File: config.mk
export PLATFORM = sky130hd
export DESIGN_NAME = gcd_controller_flat
export DESIGN_NICKNAME = d
export VERILOG_FILES = /design/src/rtl/gcd_pkg.sv /design/src/rtl/gcd_controller_if.sv /design/src/rtl/gcd_controller.sv /design/src/flat_wrapper.sv
export SDC_FILE = /design/constraint.sdc
export NUM_CORES = 1
export LEC_CHECK = 0
export ABC_AREA = 1
export CAP_MARGIN = 20
export CORE_ASPECT_RATIO = 0.75
export CORE_UTILIZATION = 43
export DETAILED_ROUTE_END_ITERATION = 8
export PLACE_DENSITY_LB_ADDON = 0.08
export REMOVE_ABC_BUFFERS = 1
export SYNTH_ARGS = -nofsm -noshare
export SYNTH_HDL_FRONTEND = slang
export SYNTH_SLANG_ARGS = --single-unit
File: constraint.sdc
create_clock -name clk -period 1.7 [get_ports clk]
set_input_delay 0.255 -clock clk [delete_from_list [all_inputs] [get_ports clk]]
set_output_delay 0.255 -clock clk [all_outputs]
set_load 0.01 [all_outputs]
File: src/rtl/gcd_pkg.sv
// Shared constants for the subtractive GCD controller and datapath:
// state encodings, datapath width and mux select encodings.
package gcd_pkg;

  localparam int DATA_W = 16;

  localparam logic [2:0] IDLE   = 3'd0;
  localparam logic [2:0] LOAD_A = 3'd1;
  localparam logic [2:0] LOAD_B = 3'd2;
  localparam logic [2:0] CHECK  = 3'd3;
  localparam logic [2:0] SUB_A  = 3'd4;
  localparam logic [2:0] SUB_B  = 3'd5;
  localparam logic [2:0] DONE   = 3'd6;

  localparam logic SEL_A   = 1'b0;
  localparam logic SEL_B   = 1'b1;
  localparam logic SEL_DIN = 1'b1;
  localparam logic SEL_SUB = 1'b0;

endpackage

File: src/rtl/gcd_controller_if.sv
// Host/datapath-facing signal bundle of the GCD controller.
// master = host + datapath side, slave = controller side.
interface gcd_controller_if #(
  parameter int CNT_W = 16
);
  logic             start;
  logic             gt;
  logic             lt;
  logic             eq;
  logic             ldA;
  logic             ldB;
  logic             sel1;
  logic             sel2;
  logic             sel_in;
  logic             want_a;
  logic             want_b;
  logic             busy;
  logic             done;
  logic             err;
  logic [CNT_W-1:0] iter_count;

  modport master (
    output start, gt, lt, eq,
    input  ldA, ldB, sel1, sel2, sel_in, want_a, want_b, busy, done, err, iter_count
  );

  modport slave (
    input  start, gt, lt, eq,
    output ldA, ldB, sel1, sel2, sel_in, want_a, want_b, busy, done, err, iter_count
  );
endinterface

File: src/rtl/gcd_controller.sv
// Moore FSM sequencing operand loads and subtract steps of the 16-bit GCD datapath,
// with start/busy/done handshake and an iteration limit that flags runaway inputs.
module gcd_controller
  import gcd_pkg::*;
#(
  parameter int          CNT_W    = 16,
  parameter int unsigned MAX_ITER = 65535
) (
  input logic              clk,
  input logic              rst,
  gcd_controller_if.slave  bus
);

  localparam logic [CNT_W-1:0] MAX_CNT = CNT_W'(MAX_ITER);

  logic [2:0]       state_q, state_d;
  logic             err_q, err_d;
  logic [CNT_W-1:0] iter_q, iter_d;

  always_comb begin
    state_d = state_q;
    err_d   = err_q;
    iter_d  = iter_q;
    case (state_q)
      IDLE: begin
        if (bus.start) begin
          state_d = LOAD_A;
          err_d   = 1'b0;
          iter_d  = '0;
        end
      end
      LOAD_A: state_d = LOAD_B;
      LOAD_B: state_d = CHECK;
      CHECK: begin
        if (bus.eq) begin
          state_d = DONE;
        end else if (iter_q == MAX_CNT) begin
          err_d   = 1'b1;
          state_d = DONE;
        end else if (bus.gt) begin
          state_d = SUB_A;
        end else if (bus.lt) begin
          state_d = SUB_B;
        end else begin
          err_d   = 1'b1;
          state_d = DONE;
        end
      end
      SUB_A, SUB_B: begin
        state_d = CHECK;
        // Saturate rather than wrap; CHECK aborts the run once the limit is reached.
        if (iter_q != MAX_CNT) iter_d = iter_q + 1'b1;
      end
      DONE:    state_d = IDLE;
      default: state_d = IDLE;
    endcase
  end

  always_ff @(posedge clk or posedge rst) begin
    if (rst) begin
      state_q <= IDLE;
      err_q   <= 1'b0;
      iter_q  <= '0;
    end else begin
      state_q <= state_d;
      err_q   <= err_d;
      iter_q  <= iter_d;
    end
  end

  always_comb begin
    bus.ldA    = 1'b0;
    bus.ldB    = 1'b0;
    bus.sel1   = 1'b0;
    bus.sel2   = 1'b0;
    bus.sel_in = 1'b0;
    bus.want_a = 1'b0;
    bus.want_b = 1'b0;
    bus.busy   = 1'b0;
    bus.done   = 1'b0;
    case (state_q)
      LOAD_A: begin
        bus.ldA    = 1'b1;
        bus.sel_in = SEL_DIN;
        bus.want_a = 1'b1;
        bus.busy   = 1'b1;
      end
      LOAD_B: begin
        bus.ldB    = 1'b1;
        bus.sel_in = SEL_DIN;
        bus.want_b = 1'b1;
        bus.busy   = 1'b1;
      end
      CHECK: bus.busy = 1'b1;
      SUB_A: begin
        bus.ldA    = 1'b1;
        bus.sel1   = SEL_A;
        bus.sel2   = SEL_B;
        bus.sel_in = SEL_SUB;
        bus.busy   = 1'b1;
      end
      SUB_B: begin
        bus.ldB    = 1'b1;
        bus.sel1   = SEL_B;
        bus.sel2   = SEL_A;
        bus.sel_in = SEL_SUB;
        bus.busy   = 1'b1;
      end
      DONE: begin
        bus.done = 1'b1;
        bus.busy = 1'b1;
      end
      default: ;
    endcase
  end

  assign bus.err        = err_q;
  assign bus.iter_count = iter_q;

endmodule
File: src/flat_wrapper.sv
// flat-port wrapper written by rule: the top's interface ports become plain ports
module gcd_controller_flat import gcd_pkg::*;
#(
  parameter int          CNT_W    = 16,
  parameter int unsigned MAX_ITER = 65535
)
  (clk, rst, bus_start, bus_gt, bus_lt, bus_eq, bus_ldA, bus_ldB, bus_sel1, bus_sel2, bus_sel_in, bus_want_a, bus_want_b, bus_busy, bus_done, bus_err, bus_iter_count);
  gcd_controller_if #(.CNT_W(CNT_W)) bus_i ();
  input logic clk;
  input logic rst;
  input wire logic [$bits(bus_i.start)-1:0] bus_start;
  input wire logic [$bits(bus_i.gt)-1:0] bus_gt;
  input wire logic [$bits(bus_i.lt)-1:0] bus_lt;
  input wire logic [$bits(bus_i.eq)-1:0] bus_eq;
  output wire logic [$bits(bus_i.ldA)-1:0] bus_ldA;
  output wire logic [$bits(bus_i.ldB)-1:0] bus_ldB;
  output wire logic [$bits(bus_i.sel1)-1:0] bus_sel1;
  output wire logic [$bits(bus_i.sel2)-1:0] bus_sel2;
  output wire logic [$bits(bus_i.sel_in)-1:0] bus_sel_in;
  output wire logic [$bits(bus_i.want_a)-1:0] bus_want_a;
  output wire logic [$bits(bus_i.want_b)-1:0] bus_want_b;
  output wire logic [$bits(bus_i.busy)-1:0] bus_busy;
  output wire logic [$bits(bus_i.done)-1:0] bus_done;
  output wire logic [$bits(bus_i.err)-1:0] bus_err;
  output wire logic [$bits(bus_i.iter_count)-1:0] bus_iter_count;
  assign bus_i.start = bus_start;
  assign bus_i.gt = bus_gt;
  assign bus_i.lt = bus_lt;
  assign bus_i.eq = bus_eq;
  assign bus_ldA = bus_i.ldA;
  assign bus_ldB = bus_i.ldB;
  assign bus_sel1 = bus_i.sel1;
  assign bus_sel2 = bus_i.sel2;
  assign bus_sel_in = bus_i.sel_in;
  assign bus_want_a = bus_i.want_a;
  assign bus_want_b = bus_i.want_b;
  assign bus_busy = bus_i.busy;
  assign bus_done = bus_i.done;
  assign bus_err = bus_i.err;
  assign bus_iter_count = bus_i.iter_count;
  gcd_controller #(.CNT_W(CNT_W), .MAX_ITER(MAX_ITER)) u_core (.clk(clk), .rst(rst), .bus(bus_i));
endmodule
==> summary.txt, run 1 <==
Status
  – Outcome: complete, no violations

Final layout
  – Fraction of final layout cells sized beyond drive strength 1: 16.0%
  – Sequential Area: 502 um^2
  – Nets: 246
  – P&R area growth vs syn: 38.5%
  – Filler Cells Inserted: 244
  – Multi-input gate area: 704 um^2
  – Diodes inserted: 0

Timing
  – Rel. slew slack: 76.4%
  – Clk_skew: 0.00277 ns
  – Worst hold slack: 0.318 ns
  – Final worst path period share: 94.2%
  – RSZ-0062 raised after global routing: false
  – Final Setup Violations: 0
  – TNS Setup: 0 ns
  – Setup ws final: 0.0984 ns
  – Min Tclk post-route: 1.60 ns
  – Max-slew violations: 0
  – Hold Vio Cnt, Final: 0
  – Fmax: 0.624 GHz
  – Slew @ Worst Pin: 0.353 ns

Critical path
  – CP cell instances: buf_4 > clkdlybuf4s50_1
  – CP max stage delay: 0.53 ns
  – CP Capture Type: output pin
  – Reg2reg setup slack: 0.12 ns
  – Worst Path Max Fanout: 5
  – WP data required: 1.44 ns
  – CP bufs+invs: 2
  – CP Launch Type: flop
  – Reg2reg end: u_core.bus.iter_count[8]$_DFFE_PP0P_
  – Slowest CP cell: clkdlybuf4s50_1
  – Arrival time at the worst endpoint: 1.35 ns
  – Crit-path leading delay family: buffers and inverters
  – R2R cell count: 6
  – Critical path type: flop to output pin
  – FF-to-FF Start: u_core.state_q[1]$_DFFE_PP0P_

Logic synthesis
  – Area share of fa/ha/maj cells after synthesis: 0.956%
  – Ranking of synthesized cells by area: dfrtp_1, nand2_1, nand3_1, inv_1, o21ai_0
  – Post-synth top cells: nand2_1, inv_1, dfrtp_1
  – XOR/XNOR Fraction of Synth Area: 2.68%
  – Largest family of logic cells by synthesized area: simple AND/OR/NAND/NOR gates
  – Yosys reg bits: 20
  – Yosys top cell area share: 38.2%
  – Avg Inst Size Synth: 6.82 um^2
  – Post-synthesis mux area share: 0%
  – Warnings from Yosys: 0
  – Top-count cell post-synth: nand2_1
  – Synthesized cell area: 0.00131 mm^2
  – Register area share after synthesis: 38.2%
  – Most common flop cell mapped by yosys: dfrtp_1
  – Ys async rst share: 100%
  – Compound-Gate Fraction of Synth Area: 10.1%
  – Largest area contributor in the netlist: dfrtp_1
  – Mapped Cells: 192
  – Post-synthesis cell type count: 24
  – Synth Area in Simple Gates: 38.7%
  – Number of synthesized flops with an enable pin: 0

Detailed routing
  – Pre-Repair DR Iteration Count: 4
  – WL final: 3240 um
  – WL per Instance: 11.8 um
  – Vias: 1,369
  – Vias per inst: 5.00
  – DR iter-0 viols: 75
  – Routed Antenna Nets: 0
  – DRC viols: 0

Clock network
  – Root buf cell: clkbuf_8
  – Longest Clk Path Bufs: 2
  – Clock Pin Slew Worst Setup and Hold Paths: 0.08 ns
  – H-Tree Depth: 1
  – Clock latency on the worst-skew pair: 0.27 ns
  – Cts hold-fix bufs: 0
  – Clk sinks: 20
  – Cts bufs inserted: 3
  – CTS tree: yes

Pwr
  – Switching power share of the total: 41.8%
  – Power Total: 2.02 mW
  – Net switching power: 844 uW
  – Comb pwr share: 51.4%
  – Maximum VDD drop: 0.850 mV
  – Pwr Density: 1110 mW/mm^2
  – Leak pwr: 0.858 nW
  – Clk pwr share: 18.6%
  – Sequential power share: 29.9%
  – Power Internal: 1.18 mW

GRT
  – First-pass GRT wire length: 5770 um
  – Overall routing resource usage: 23.4%
  – Largest net degree at the start of global routing: 21
  – Total grt overflow: 0
  – Vias in the first global route: 1,284
  – Initial antenna violation count: 0

Floorplanning
  – Rows: 16
  – Die Wd: 65.7 um
  – Die area: 0.00327 mm^2
  – Num ports: 32
  – Initial cell density of the core: 47.7%
  – Core area: 0.00274 mm^2
  – Die H: 49.8 um

Worst hold path
  – HP Class: input port to asynchronous set/reset pin

Place
  – Post-Place Setup Slack: -0.0211 ns
  – Gp weighted congestion: 0.848
  – Port buffer count: 31
  – Dpl hpwl: 2480 um

Job
  – Max_cap viols: 0
[metal layers]
layer,global-route usage [%],vias up,part of all wire [%]
met1,30.4,633,48
li1,-,700,-
met3,6.02,6,4.6
met4,7.61,0,1.4
met2,37.4,30,45
met5,0,-,0
[power by group through the flow]
| stage | Clock (mW) | Sequential, mW | Combinational (mW) |
|---|---|---|---|
| final | 0.377 | 0.605 | 1.04 |
| after global routing | 0.410 | 0.613 | 1.15 |
| after CTS | 0.382 | 0.602 | 1.06 |
| after detailed placement | 0 | 0.601 | 1.08 |
| after global placement | 0 | 0.594 | 1.05 |
| after floorplan | 0 | 0.614 | 0.510 |
[through the flow]
stage	instance area (um^2)	instances	utilization, %
after floorplan	1280	189	-
after global placement	1740	268	63.4
after detailed placement	1740	268	63.4
after CTS	1810	274	66.0
after global routing	1810	274	66.1
final	1810	274	66.1
[cell type report]
class / count / share of cell area [%]
clock buffers: 4 / 3.04
inverters: 25 / 5.18
multi-input cells: 144 / 38.9
flip-flops and latches: 20 / 27.7
well taps: 36 / 2.48
repair buffers: 45 / 22.8
[cell families (layout without fill, tap and decap cells)]
kind of cell	after synthesis	count (layout)
AOI/OAI and AO/OA	22	22
xor gates and xnor gates	4	4
DFF	20	20
buffers and inverters	28	74
and+or+nand+nor	117	117
adders and majority gates	1	1
[flip-flops by register name, indices dropped and copies added (netlist names)]
| register | flops |
|---|---|
| u_core.bus.err | 1 |
| u_core.state_q | 3 |
| u_core.bus.iter_count | 16 |
[how the worst max path moves through the flow]
| stage | cells past startpoint | slack [ns] | startpoint | to |
|---|---|---|---|---|
| after global placement | 4 | 0.05 | u_core.state_q[2]$_DFFE_PP0P_ | bus_ldB |
| after global routing | 6 | 0.003 | u_core.state_q[0]$_DFFE_PP0P_ | bus_busy |
| final | 2 | 0.1 | u_core.bus.iter_count[9]$_DFFE_PP0P_ | bus_iter_count[9] |
| after floorplan | 8 | 0.08 | u_core.bus.iter_count[0]$_DFFE_PP0P_ | u_core.bus.iter_count[11]$_DFFE_PP0P_ |
| after CTS | 4 | 0.03 | u_core.state_q[1]$_DFFE_PP0P_ | bus_ldB |
| after detailed placement | 4 | -0.02 | u_core.state_q[2]$_DFFE_PP0P_ | bus_ldB |
[repair_timing]
action,CTS,global route
gates resized for setup,15,4
pin swaps,1,0
hold endpoints to repair,0,0
endpoints found under the setup margin,9,13
setup buffers,2,0
[layout by cell type, fill, tap and decap left out, types with 8 or more instances in the layout]
master / n
dfrtp_1: 19
nor2_1: 18
inv_1: 21
nand2_1: 63
o21ai_0: 14
nand3_1: 19
buf_4: 13
clkdlybuf4s50_1: 22
dlygate4sd2_1: 8
[tightest hold or removal path, stage by stage]
cell and delay (ns):
clkdlybuf4s50_1 0.40, inv_1 0.05, buf_4 0.27
Note: power is estimated with default switching activity, not from simulation.
==> inputs of run 2 (changes only) <==
--- a/config.mk
+++ b/config.mk
@@ -10,6 +10,7 @@
 export CORE_ASPECT_RATIO = 0.75
 export CORE_UTILIZATION = 43
 export DETAILED_ROUTE_END_ITERATION = 8
+export DONT_BUFFER_PORTS = 1
 export PLACE_DENSITY_LB_ADDON = 0.08
 export REMOVE_ABC_BUFFERS = 1
 export SYNTH_ARGS = -nofsm -noshare
==> run 2 against run 1 <==
Effect of this change:
- clock-buffer cell count decreased by 1
- worst setup slack improved by 0.023 ns
- cell count decreased by 9.9%
- combinational power decreased by 25%
- hold slack got worse by 0.18 ns
- utilization decreased by 10 points
- largest power group unchanged
==> summary.txt, run 2 (synthesis gave the netlist of run 1 again) <==
Status
  – Outcome: complete, no violations

Final layout
  – Nets: 220
  – Most frequent cells in the layout: nand2_1, inv_1, dfrtp_1
  – Commonest non-fill, non-tap cell in the layout: nand2_1
  – P&R area growth vs syn: 17.5%
  – Fraction of final layout cells sized beyond drive strength 1: 18.0%
  – Max reg flops: 16
  – Diodes inserted: 0
  – Filler Cells Inserted: 263

Timing
  – Setup ws final: 0.121 ns
  – Min Tclk post-route: 1.58 ns
  – Rel. slew slack: 74.7%
  – Max-slew violations: 0
  – Final worst path period share: 92.9%
  – Slew @ Worst Pin: 0.375 ns
  – TNS Setup: 0 ns
  – Hold Vio Cnt, Final: 0
  – Final Setup Violations: 0
  – Worst hold slack: 0.140 ns
  – Clk_skew: 0.00206 ns
  – Fmax: 0.633 GHz

GRT
  – Largest net degree at the start of global routing: 21
  – Initial antenna violation count: 0
  – Overall routing resource usage: 22.0%
  – First-pass GRT wire length: 5360 um
  – Vias in the first global route: 1,177
  – Total grt overflow: 0

Pwr
  – Switching power share of the total: 47.3%
  – Power Total: 1.71 mW
  – Leak pwr: 0.741 nW
  – Clk pwr share: 18.5%
  – Sequential power share: 35.7%
  – Power Internal: 901 uW
  – Pwr Density: 1110 mW/mm^2
  – Comb pwr share: 45.7%
  – Maximum VDD drop: 0.793 mV
  – Net switching power: 807 uW

Detailed routing
  – Routed Antenna Nets: 0
  – Vias per inst: 5.17
  – WL final: 3250 um
  – DRC viols: 0
  – Pre-Repair DR Iteration Count: 4
  – DR iter-0 viols: 55
  – Vias: 1,277
  – WL per Instance: 13.2 um

Critical path
  – Arrival time at the worst endpoint: 1.72 ns
  – R2R cell count: 7
  – CP cell instances: nor2_2 > nand2_2 > or2_1 > nand2_1 > inv_1 > nand2_4 > o21ai_0
  – CP max stage delay: 0.47 ns
  – CP Launch Type: flop
  – Slowest CP cell: dfrtp_1
  – WP data required: 1.84 ns
  – Worst Path Max Fanout: 10
  – Crit-path leading delay family: simple AND/OR/NAND/NOR gates
  – CP bufs+invs: 1
  – Critical Path Stages: 7
  – CP Capture Type: flop
  – Critical path type: flop to flop

Clock network
  – H-Tree Depth: 1
  – Clock Pin Slew Worst Setup and Hold Paths: 0.07 ns
  – Clock latency on the worst-skew pair: 0.26 ns
  – Root buf cell: clkbuf_8
  – Clk sinks: 20
  – Setup bufs post-CTS: 0
  – CTS tree: yes
  – Longest Clk Path Bufs: 2
  – Cts bufs inserted: 3

Floorplanning
  – Num ports: 32
  – Die Wd: 65.7 um
  – Rows: 16
  – Core area: 0.00274 mm^2
  – Die H: 49.8 um
  – Die area: 0.00327 mm^2
  – Initial cell density of the core: 47.7%

Worst hold path
  – HP Class: input port to flop
  – WHS Path Cells: 2

Place
  – Post-Place Setup Slack: -0.00218 ns
  – Dpl hpwl: 2420 um
  – Port buffer count: 0
  – Gp weighted congestion: 0.850

Job
  – Max_cap viols: 0
==> run 2: changes by cell type in the layout (fill, tap and decap cells not counted), sizes merged <==
cell	before	now
dlygate4sd2	8	0
clkbuf	5	3
buf	14	17
dlygate4sd3	0	1
clkdlybuf4s50	22	0
nand2	66	67
==> run 2: power groups by stage <==
| stage | registers (mW) | clock network [mW] | logic (mW) |
|---|---|---|---|
| after floorplan | 0.614 | 0 | 0.510 |
| after global placement | 0.611 | 0 | 0.680 |
| after detailed placement | 0.615 | 0 | 0.697 |
| after CTS | 0.605 | 0.326 | 0.713 |
| after global routing | 0.619 | 0.344 | 0.893 |
| final | 0.610 | 0.316 | 0.781 |
==> run 2: worst register-to-register path, cell delays in order, from the launching register on <==
cell,delay [ns]
dfrtp_1,0.47
nor2_2,0.19
nand2_2,0.08
or2_1,0.23
nand2_1,0.11
inv_1,0.12
nand2_4,0.15
o21ai_0,0.12
==> run 2: final cells by class <==
type | count | area [um^2] | share of cell area, %
tap | 36 | 45.0 | 2.93
sequential | 20 | 500 | 32.5
inverter | 25 | 93.8 | 6.10
timing repair buffer | 18 | 138 | 8.95
multi-input combinational | 145 | 719 | 46.8
clock buffer | 3 | 41.3 | 2.69
==> run 2: path summary, 6_finish.rpt <==
path / to / slack (ns) / start
max in group asynchronous: u_core.bus.iter_count[8]$_DFFE_PP0P_ / 1.02 / rst
min in group asynchronous: u_core.bus.iter_count[0]$_DFFE_PP0P_ / 0.46 / rst
setup / recovery: u_core.bus.iter_count[13]$_DFFE_PP0P_ / 0.12 / u_core.state_q[2]$_DFFE_PP0P_
hold / removal: u_core.state_q[1]$_DFFE_PP0P_ / 0.14 / bus_eq
setup reg to reg: u_core.bus.iter_count[13]$_DFFE_PP0P_ / 0.12 / u_core.state_q[2]$_DFFE_PP0P_
hold reg to reg: u_core.bus.err$_DFFE_PP0P_ / 0.55 / u_core.bus.err$_DFFE_PP0P_
==> run 2: metal layers <==
metal	global-route usage (%)	part of all wire, %	wire length, um
met1	31.3	47	1540
met2	33.3	43	1390
met3	6.71	9.0	292
met4	3.26	0.65	21
met5	0	0	0
==> run 2: per-stage QoR <==
| stage | cells | cell area (um^2) | utilization, % |
|---|---|---|---|
| 2_1_floorplan | 189 | 1280 | - |
| 3_3_place_gp | 242 | 1450 | 53.0 |
| 3_5_place_dp | 242 | 1450 | 53.0 |
| 4_1_cts | 246 | 1510 | 55.1 |
| 5_1_grt | 247 | 1540 | 56.1 |
| 6_report | 247 | 1540 | 56.1 |
==> run 2: repair_timing <==
item                                   in CTS  in global routing
endpoints found under the hold margin      20                  0
gates cloned                                0                  1
resized for setup                           1                  6
setup endpoints to repair                   4                 16
hold buffers                                1                  0
pin swaps                                   0                  1
==> inputs of run 3 (changes only) <==
--- a/config.mk
+++ b/config.mk
@@ -9,6 +9,7 @@
 export CAP_MARGIN = 20
 export CORE_ASPECT_RATIO = 0.75
 export CORE_UTILIZATION = 43
+export CTS_BUF_LIST = sky130_fd_sc_hd__clkbuf_8
 export DETAILED_ROUTE_END_ITERATION = 8
 export DONT_BUFFER_PORTS = 1
 export PLACE_DENSITY_LB_ADDON = 0.08
==> constraint.sdc (replaced) <==
create_clock -name clk -period 1.7 [get_ports clk]
set_input_delay 0.255 -clock clk [delete_from_list [all_inputs] [get_ports clk]]
set_output_delay 0.255 -clock clk [all_outputs]
set_load 0.05 [all_outputs]
==> run 3 against run 2 <==
Effect of this change:
- via count increased by 6.7%
- die area did not move
- routed wire length up 2.9%
- fmax shrank 0.39%
- hold slack gained 0.022 ns
- power is 30% higher
- global-route usage rose by 0.21 points
- worst setup slack lost 0.0062 ns
- utilization up 1.9 points
- largest power group unchanged
- register-to-register slack improved by 0.05 ns
- critical path depth shrank 4
- highest routed layer unchanged
- cell count up 2.8%
==> summary.txt, run 3 (synthesis gave the netlist of run 1 again) <==
Timing
  – Rel. slew slack: 67.7%
  – Min Tclk post-route: 1.59 ns
  – RSZ-0062 raised after global routing: false
  – TNS Setup: 0 ns
  – Hold Vio Cnt, Final: 0
  – Final worst path period share: 93.2%
  – Fmax: 0.631 GHz
  – Final Setup Violations: 0
  – Clk_skew: 0.00619 ns
  – Max-slew violations: 0
  – Setup ws final: 0.115 ns
  – Slew @ Worst Pin: 0.484 ns

Final layout
  – Finished Cell Area: 0.00159 mm^2
  – Fraction of final layout cells sized beyond drive strength 1: 20.2%
  – Filler Cells Inserted: 268
  – Nets: 227
  – Max reg flops: 16
  – Most frequent cells in the layout: nand2_1, inv_1, buf_4
  – P&R area growth vs syn: 21.4%
  – Diodes inserted: 0
  – Non-filler cells, final: 254
  – Commonest non-fill, non-tap cell in the layout: nand2_1

GRT
  – Total grt overflow: 0
  – Met3 Usage GRT: 6.48%
  – Met1 Resource Use GR: 31.1%
  – Largest net degree at the start of global routing: 21
  – Initial antenna violation count: 0
  – Vias in the first global route: 1,191
  – First-pass GRT wire length: 5530 um
  – Met2 Resource Use GR: 34.5%
  – Gr busiest metal: met2
  – Overall routing resource usage: 22.2%

Floorplanning
  – Die H: 49.8 um
  – Die Wd: 65.7 um
  – Num ports: 32
  – Core area: 0.00274 mm^2
  – Rows: 16
  – Initial cell density of the core: 47.7%
  – Die area: 0.00327 mm^2

Critical path
  – Critical path type: flop to output pin
  – Most frequent CP cell: inv_1
  – WP data required: 1.44 ns
  – CP cell instances: inv_1 > nand3_1 > inv_1
  – Slowest CP cell: dfrtp_1
  – Reg2reg setup slack: 0.17 ns
  – R2R cell count: 8
  – Worst Path Max Fanout: 5
  – CP Capture Type: output pin
  – CP max stage delay: 0.42 ns
  – Arrival time at the worst endpoint: 1.33 ns
  – CP Launch Type: flop

Detailed routing
  – WL per Instance: 13.2 um
  – DR iter-0 viols: 125
  – Routed Antenna Nets: 0
  – WL final: 3340 um
  – Vias per inst: 5.37
  – DRC viols: 0
  – Pre-Repair DR Iteration Count: 5
  – Vias: 1,363

Clock network
  – Clk sinks: 20
  – Clock Pin Slew Worst Setup and Hold Paths: 0.07 ns
  – CTS tree: yes
  – Clock latency on the worst-skew pair: 0.26 ns
  – Setup bufs post-CTS: 0
  – Cts bufs inserted: 3
  – Root buf cell: clkbuf_8
  – H-Tree Depth: 1
  – Longest Clk Path Bufs: 2

Place
  – Cells after DPL: 249
  – Post-Place Setup Slack: -0.0164 ns
  – Port buffer count: 0
  – Gp weighted congestion: 0.869
  – Dpl hpwl: 2510 um
  – Placed Area: 0.00151 mm^2

Worst hold path
  – WHS Path Cells: 2
  – HP Class: input port to flop

Pwr
  – Power Total: 2.21 mW
  – Leak pwr: 0.779 nW
  – Maximum VDD drop: 1.01 mV
  – Pwr Density: 1390 mW/mm^2

Status
  – Outcome: complete, no violations

Job
  – Max_cap viols: 0
[run 3: changes by cell type in the layout (fill, tap and decap cells not counted)]
cell     before  now
dfrtp_1      20   19
ha_1          0    1
o21ai_1       0    1
dfrtp_2       0    1
or2_2         2    1
ha_2          1    0
nand2_2       4    3
nand2_1      61   62
or2_4         0    1
o21ai_0      14   13
buf_4        17   24
[run 3: layout make-up]
class	count	area (um^2)	share of cell area, %
clock buffers	3	41.3	2.60
inverters	25	93.8	5.91
multi-input cells	145	717	45.1
flip-flops and latches	20	502	31.6
well taps	36	45.0	2.83
repair buffers	25	190	12.0
[run 3: repair_timing]
action                                  in CTS  in global routing
hold endpoints to repair                    20                  0
pin swaps                                    0                  1
gates cloned                                 0                  1
endpoints found under the setup margin       3                 18
hold buffers                                 1                  0
resized for setup                            1                  6
[run 3: per-stage QoR]
step                      hold WS [ns]  utilization [%]
after floorplan                  0.219                -
after global placement           0.196             54.9
after detailed placement         0.195             54.9
after CTS                        0.159             57.0
after global routing             0.163             57.9
final                            0.162             57.9
[run 3: layer usage]
metal,routed length (um),vias up
met3,336,2
met2,1520,49
met4,13,0
met5,0,-
li1,-,673
met1,1480,639
[run 3: critical path: cells and delay by family, from the launching register on]
| kind | cells | cell delay, ns |
|---|---|---|
| buf+inv | 2 | 0.51 |
| simple gates | 1 | 0.14 |
| flops | 1 | 0.42 |
[run 3: worst paths after layout]
path	from	end
hold reg to reg	u_core.bus.iter_count[3]$_DFFE_PP0P_	u_core.bus.iter_count[3]$_DFFE_PP0P_
min in group asynchronous	rst	u_core.bus.iter_count[0]$_DFFE_PP0P_
max in group asynchronous	rst	u_core.state_q[2]$_DFFE_PP0P_
setup / recovery	u_core.state_q[1]$_DFFE_PP0P_	bus_want_a
hold / removal	bus_eq	u_core.state_q[1]$_DFFE_PP0P_
setup reg to reg	u_core.bus.iter_count[0]$_DFFE_PP0P_	u_core.bus.iter_count[3]$_DFFE_PP0P_
[run 3: where the power goes]
part	internal [mW]	leakage, nW	switching (mW)
clock	0.158	0.0216	0.158
combinational	0.290	0.485	0.970
sequential	0.536	0.272	0.0996
